## src/rtl/rob_mc.sv

```systemverilog
// rob_mc: reorder buffer with up to two in-order retirements per cycle, multi-channel
// write-back, operand lookup with write-back bypass, store-commit handshake and mispredict flush.
module rob_mc #(
   parameter int DEPTH    = 16,
   parameter int TAG_W    = 4,
   parameter int DATA_W   = 32,
   parameter int RD_W     = 5,
   parameter int NUM_WB   = 2,
   parameter int FULL_GAP = 3
) (
   input  logic                     clk,
   input  logic                     rst,
   input  logic                     en,
   input  logic                     is_en,
   input  logic                     is_st,
   input  logic                     is_bj,
   input  logic [RD_W-1:0]          is_rd,
   input  logic [DATA_W-1:0]        is_pc,
   input  logic [DATA_W-1:0]        is_pjt,
   output logic [TAG_W-1:0]         alloc_tag,
   input  logic [NUM_WB-1:0]        wb_en,
   input  logic [NUM_WB*TAG_W-1:0]  wb_tag,
   input  logic [NUM_WB*DATA_W-1:0] wb_vd,
   input  logic [NUM_WB*DATA_W-1:0] wb_jt,
   input  logic [2*TAG_W-1:0]       q_tag,
   output logic [1:0]               q_rdy,
   output logic [2*DATA_W-1:0]      q_val,
   output logic                     st_cs,
   input  logic                     st_ack,
   output logic [1:0]               cm_en,
   output logic [2*RD_W-1:0]        cm_rd,
   output logic [2*TAG_W-1:0]       cm_tag,
   output logic [2*DATA_W-1:0]      cm_vd,
   output logic                     mp,
   output logic [DATA_W-1:0]        rpc,
   output logic                     full,
   output logic                     err
);

   localparam logic [TAG_W-1:0] CAP        = TAG_W'(DEPTH - 1);
   localparam logic [TAG_W-1:0] FULL_LEVEL = TAG_W'(DEPTH - 1 - FULL_GAP);
   localparam logic [TAG_W-1:0] TAG_ONE    = TAG_W'(1);

   logic [DEPTH-1:0]  rdy_q, st_q, bj_q;
   logic [RD_W-1:0]   rd_q  [DEPTH];
   logic [DATA_W-1:0] pjt_q [DEPTH];
   logic [DATA_W-1:0] vd_q  [DEPTH];
   logic [DATA_W-1:0] jt_q  [DEPTH];

   logic [TAG_W-1:0]    head_q, head_d, tail_q, tail_d, count_q, count_d;
   logic                err_q, err_d, stCs_q, stCs_d, mp_q, mp_d;
   logic [1:0]          cmEn_q, cmEn_d;
   logic [2*RD_W-1:0]   cmRd_q, cmRd_d;
   logic [2*TAG_W-1:0]  cmTag_q, cmTag_d;
   logic [2*DATA_W-1:0] cmVd_q, cmVd_d;
   logic [DATA_W-1:0]   rpc_q, rpc_d;

   logic [TAG_W-1:0] head1, numCommit;
   logic             commit0, commit1, doAlloc, overflow;
   logic             unusedPc;

   assign unusedPc = ^is_pc;

   // Tag 0 means "no dependency", so the ring skips it on wrap.
   function automatic logic [TAG_W-1:0] nextTag(input logic [TAG_W-1:0] t);
      return (t == CAP) ? TAG_ONE : t + TAG_ONE;
   endfunction

   always_comb begin
      head1    = nextTag(head_q);
      commit0  = (count_q != '0) && (st_q[head_q] ? st_ack : rdy_q[head_q]);
      commit1  = commit0 && !st_q[head_q] && !bj_q[head_q] && (count_q > TAG_ONE)
                 && rdy_q[head1] && !st_q[head1] && !bj_q[head1];
      doAlloc  = is_en && (count_q != CAP);
      overflow = is_en && (count_q == CAP);
      numCommit = '0;
      if (commit1) begin
         numCommit = TAG_W'(2);
      end else if (commit0) begin
         numCommit = TAG_ONE;
      end

      head_d  = head_q;
      tail_d  = tail_q;
      count_d = count_q;
      err_d   = err_q;
      stCs_d  = 1'b0;
      mp_d    = 1'b0;
      cmEn_d  = '0;
      cmRd_d  = cmRd_q;
      cmTag_d = cmTag_q;
      cmVd_d  = cmVd_q;
      rpc_d   = rpc_q;

      // The cycle mp is visible is spent flushing; nothing else is accepted.
      if (mp_q) begin
         head_d  = TAG_ONE;
         tail_d  = TAG_ONE;
         count_d = '0;
      end else begin
         if (overflow) begin
            err_d = 1'b1;
         end
         if (doAlloc) begin
            tail_d = nextTag(tail_q);
         end
         if (commit1) begin
            head_d = nextTag(head1);
         end else if (commit0) begin
            head_d = head1;
         end
         count_d = count_q + (doAlloc ? TAG_ONE : '0) - numCommit;

         if (commit0) begin
            if (st_q[head_q]) begin
               stCs_d = 1'b1;
            end else if (bj_q[head_q]) begin
               if (jt_q[head_q] != pjt_q[head_q]) begin
                  mp_d  = 1'b1;
                  rpc_d = jt_q[head_q];
               end
            end else begin
               cmEn_d[0]              = 1'b1;
               cmRd_d[RD_W-1:0]       = rd_q[head_q];
               cmTag_d[TAG_W-1:0]     = head_q;
               cmVd_d[DATA_W-1:0]     = vd_q[head_q];
            end
         end
         if (commit1) begin
            cmEn_d[1]                = 1'b1;
            cmRd_d[2*RD_W-1:RD_W]    = rd_q[head1];
            cmTag_d[2*TAG_W-1:TAG_W] = head1;
            cmVd_d[2*DATA_W-1:DATA_W] = vd_q[head1];
         end
      end
   end

   // Lowest write-back channel wins the bypass, matching operand forwarding priority.
   always_comb begin
      q_rdy = '0;
      q_val = '0;
      for (int i = 0; i < 2; i++) begin
         if (q_tag[i*TAG_W +: TAG_W] == '0) begin
            q_rdy[i] = 1'b1;
         end else begin
            q_rdy[i]                  = rdy_q[q_tag[i*TAG_W +: TAG_W]];
            q_val[i*DATA_W +: DATA_W] = vd_q[q_tag[i*TAG_W +: TAG_W]];
            for (int k = NUM_WB - 1; k >= 0; k--) begin
               if (wb_en[k] && (wb_tag[k*TAG_W +: TAG_W] == q_tag[i*TAG_W +: TAG_W])) begin
                  q_rdy[i]                  = 1'b1;
                  q_val[i*DATA_W +: DATA_W] = wb_vd[k*DATA_W +: DATA_W];
               end
            end
         end
      end
   end

   always_ff @(posedge clk) begin
      if (rst) begin
         head_q  <= TAG_ONE;
         tail_q  <= TAG_ONE;
         count_q <= '0;
         err_q   <= 1'b0;
         stCs_q  <= 1'b0;
         mp_q    <= 1'b0;
         cmEn_q  <= '0;
         cmRd_q  <= '0;
         cmTag_q <= '0;
         cmVd_q  <= '0;
         rpc_q   <= '0;
         rdy_q   <= '0;
         st_q    <= '0;
         bj_q    <= '0;
         for (int i = 0; i < DEPTH; i++) begin
            rd_q[i]  <= '0;
            pjt_q[i] <= '0;
            vd_q[i]  <= '0;
            jt_q[i]  <= '0;
         end
      end else if (en) begin
         head_q  <= head_d;
         tail_q  <= tail_d;
         count_q <= count_d;
         err_q   <= err_d;
         stCs_q  <= stCs_d;
         mp_q    <= mp_d;
         cmEn_q  <= cmEn_d;
         cmRd_q  <= cmRd_d;
         cmTag_q <= cmTag_d;
         cmVd_q  <= cmVd_d;
         rpc_q   <= rpc_d;
         if (mp_q) begin
            rdy_q <= '0;
            st_q  <= '0;
            bj_q  <= '0;
            for (int i = 0; i < DEPTH; i++) begin
               vd_q[i] <= '0;
               jt_q[i] <= '0;
            end
         end else begin
            if (doAlloc) begin
               rdy_q[tail_q] <= 1'b0;
               st_q[tail_q]  <= is_st;
               bj_q[tail_q]  <= is_bj;
               rd_q[tail_q]  <= is_rd;
               pjt_q[tail_q] <= is_pjt;
               vd_q[tail_q]  <= '0;
               jt_q[tail_q]  <= '0;
            end
            for (int k = 0; k < NUM_WB; k++) begin
               if (wb_en[k] && (wb_tag[k*TAG_W +: TAG_W] != '0)) begin
                  rdy_q[wb_tag[k*TAG_W +: TAG_W]] <= 1'b1;
                  vd_q[wb_tag[k*TAG_W +: TAG_W]]  <= wb_vd[k*DATA_W +: DATA_W];
                  jt_q[wb_tag[k*TAG_W +: TAG_W]]  <= wb_jt[k*DATA_W +: DATA_W];
               end
            end
         end
      end
   end

   assign alloc_tag = tail_q;
   assign full      = (count_q >= FULL_LEVEL);
   assign err       = err_q;
   assign st_cs     = stCs_q & en;
   assign cm_en     = cmEn_q & {2{en}};
   assign mp        = mp_q & en;
   assign rpc       = rpc_q;
   assign cm_rd     = cmRd_q;
   assign cm_tag    = cmTag_q;
   assign cm_vd     = cmVd_q;

endmodule

```

## config.mk

```make
export PLATFORM = sky130hd
export DESIGN_NAME = rob_mc
export DESIGN_NICKNAME = d
export VERILOG_FILES = /design/src/rtl/rob_mc.sv
export SDC_FILE = /design/constraint.sdc
export NUM_CORES = 2
export LEC_CHECK = 0
export CAP_MARGIN = 20
export CELL_PAD_IN_SITES_DETAIL_PLACEMENT = 0
export CELL_PAD_IN_SITES_GLOBAL_PLACEMENT = 1
export CORE_MARGIN = 5
export CORE_UTILIZATION = 58
export CTS_CLUSTER_DIAMETER = 150
export DETAILED_ROUTE_END_ITERATION = 12
export DONT_BUFFER_PORTS = 1
export PLACE_DENSITY = 0.89
export SLEW_MARGIN = 20
export SYNTH_ARGS = -nofsm -noshare
export SYNTH_HDL_FRONTEND = slang
export SYNTH_SLANG_ARGS = --single-unit
export TNS_END_PERCENT = 1
```

## constraint.sdc

```tcl
create_clock -name clk -period 10.6 [get_ports clk]
set_input_delay 1.06 -clock clk [delete_from_list [all_inputs] [get_ports clk]]
set_output_delay 1.06 -clock clk [all_outputs]
set_load 0.05 [all_outputs]
```

==> flow_metrics.tcl <==
set metrics [dict create \
    status "completed" \
    num_rows 151 \
    grtUsageMet2_pct 57.2 \
    cp_slowest_cell "o32ai_1" \
    syn_to_final_growth_pct 7.87 \
    max_freq_mhz 164 \
    grt_pass1_wl_um 495000 \
    postCtsSetupRepairBufs 0 \
    tritoncts "done" \
    cts_hold_buffers 0 \
    antenna_found_initial 7 \
    grt_pass1_vias 68600 \
    die_w_um 423 \
    grt-ovfl-total 0 \
    setup_viol 0 \
    p_per_area_nw_per_um2 156 \
    grt_util_met3_pct 13.5 \
    maxSlewViolCount 0 \
    fillCellCount 11800 \
    start_util_pct 58.3 \
    synth_ff_type "edfxtp_1" \
    yosysWarnings 0 \
    critPathMaxStageDelay_ns 0.85 \
    met1_usage_pct 47.4 \
    die_h_um 423 \
    viasPerCell 8.07 \
    final_common_cell "edfxtp_1" \
    worstPathCellList "buf_4 -> and2_2 -> buf_4 -> a221oi_1 -> o32ai_1 -> xnor2_1 -> or4_1 -> nor4_4 -> a21o_2 -> a211oi_1" \
    dp_hpwl_um 184000 \
    num_vias 69400 \
    maxSlewHeadroom_pct 11.9 \
    final_cell_mix "edfxtp_1 (1616), a22o_1 (972), mux4_2 (854)" \
    min_from "wb_vd[61]" \
    path_clk_slew_ns 0.07 \
    cts_resized 0 \
    syn_area_per_cell_sq_um 14.8 \
    dr.pass1.iters 8 \
    cp_max_fo 40 \
    grt_max_degree 196 \
    drt.antenna.violating_nets 0 \
    postRouteWirelength_um 350000 \
    synth_edf_count 1616 \
    path_class "flip-flop to flip-flop" \
    fin_skew_ns 0.0819 \
    cts_max_level 4 \
    cts-root-buf "clkbuf_16" \
    holdWs_ns 0.366 \
    worst_setup_path_start_kind "flip-flop" \
    synthArstFlopShare_pct 0 \
    synthesis.area_sq_um 98800 \
    maxCapViolCount 0 \
    io_pins 412 \
    period_share_pct 57.5 \
    nets 6453 \
    dieArea_sq_um 179000 \
    rsz0062_at_grt "false" \
    hold_class "input pin to flip-flop" \
    grt_usage_pct 38.5 \
    clock_latency_ns 0.89 \
    peakVddDrop_mv 0.166 \
    pre_cts_ws_ns 4.77 \
    crit_arrival_ns 6.81 \
    portBuffers 0 \
    core-area_sq_um 169000 \
    cts_buffer_depth 3 \
    ys_ff_latch 1799 \
    cts_buffers 188 \
    gp_congestion 0.935 \
    total_power_mw 16.6 \
    fin_crit_ns 6.09 \
    crit_path_frequent_cell "buf_4" \
    drt_iter0_markers 12400 \
    netlist_instances 6689 \
    p_leak_nw 37.8 \
    hold_viol 0 \
    grt-busiest-layer "met2" \
    synth_cell_types 79 \
    setup_tns_ns 0 \
    tightest_slew_ns 1.32 \
    drcViolationCount 0 \
    routedWlPerCell_um 40.7 \
    required_ns 11.31 \
    setup_ws_ns 4.51 \
    drive_gt1_share_pct 23.6 \
    seq_area_frac_synth_pct 52.8 \
    cts_sinks 1799 \
    cp-end-kind "flip-flop" \
]
[kinds of logic (layout without fill, tap and decap cells)]
logic type | Yosys count | count (layout) | share of synthesized area (%)
xor gates and xnor gates | 45 | 45 | 0.406
adders and majority gates | 15 | 15 | 0.198
AOI/OAI and AO/OA | 1510 | 1510 | 12.7
DFF | 1799 | 1799 | 52.8
other | 1 | 71 | 0.00380
muxes | 1205 | 1205 | 23.1
buffers and inverters | 904 | 527 | 3.89
and+or+nand+nor | 1210 | 1210 | 6.90
[area by class of cell]
class                      count  area (sq um)  share of cell area [%]
antenna                        7          17.5                  0.0164
clock buffer                 238          5030                    4.72
clock inverter               111          1300                    1.22
inverter                      30           114                   0.107
multi-input combinational   4049         43900                    41.2
sequential                  1799         52200                    49.0
tap                         2218          2780                    2.60
timing repair buffer         148          1250                    1.17
[routing by layer]
layer	vias up	wire length [um]
li1	26300	-
met1	34400	110000
met2	7031	155000
met3	1665	56000
met4	4	30100
met5	-	61
[Yosys cell counts (50+ instances only)]
cell,n,share of area (%)
edfxtp_1,1616,49
a22o_1,972,8.6
mux4_2,854,19
clkbuf_1,661,2.5
and2_1,581,3.7
mux2i_1,348,3.5
nor2_1,253,0.96
dfxtp_1,183,3.7
a211oi_1,152,1.2
buf_1,116,0.44
a221oi_1,85,0.75
nand2_1,85,0.32
a21oi_1,82,0.42
a22oi_1,68,0.52
and3_1,61,0.39
nor2b_1,50,0.32
[registers in the layout, summed over array words and instances, names as in the netlist, named ones only]
name / cells
jt_q: 512
pjt_q: 512
vd_q: 512
rd_q: 80
cm_vd: 64
rpc: 32
bj_q: 16
rdy_q: 16
st_q: 16
cm_rd: 10
cm_tag: 8
alloc_tag: 4
count_q: 4
head_q: 4
cmEn_q: 2
err: 1
mp_q: 1
stCs_q: 1
[stage by stage]
step                util (%)  cell area (sq um)  cells
global placement        59.1             100000   8240
floorplan                  -              99000   6752
detailed placement      59.1             100000   8241
global route            62.9             107000   8595
finish                  62.9             107000   8600
CTS                     62.8             106000   8590
[worst paths after layout]
kind | endpoint | slack [ns] | depth (start not counted)
max reg2reg | rpc[14] | 4.51 | 10
min | vd_q[15][29] | 0.37 | 1
max | rpc[14] | 4.51 | 10
min reg2reg | rdy_q[0] | 0.45 | 2
[critical path: cells and delay by family, from the launching register on]
kind	cells	cell delay (ns)
flops	1	0.80
simple gates	3	1.91
xor+xnor	1	0.33
buf+inv	2	1.21
compound gates	4	1.66
[power breakdown]
| group | internal, mW | leakage [nW] | switching [mW] |
|---|---|---|---|
| Sequential | 8.04 | 17.6 | 0.196 |
| Clock | 3.84 | 3.07 | 2.94 |
| Combinational | 0.684 | 17.1 | 0.947 |
| Total | 12.6 | 37.8 | 4.09 |
(Power assumes the default switching activity.)
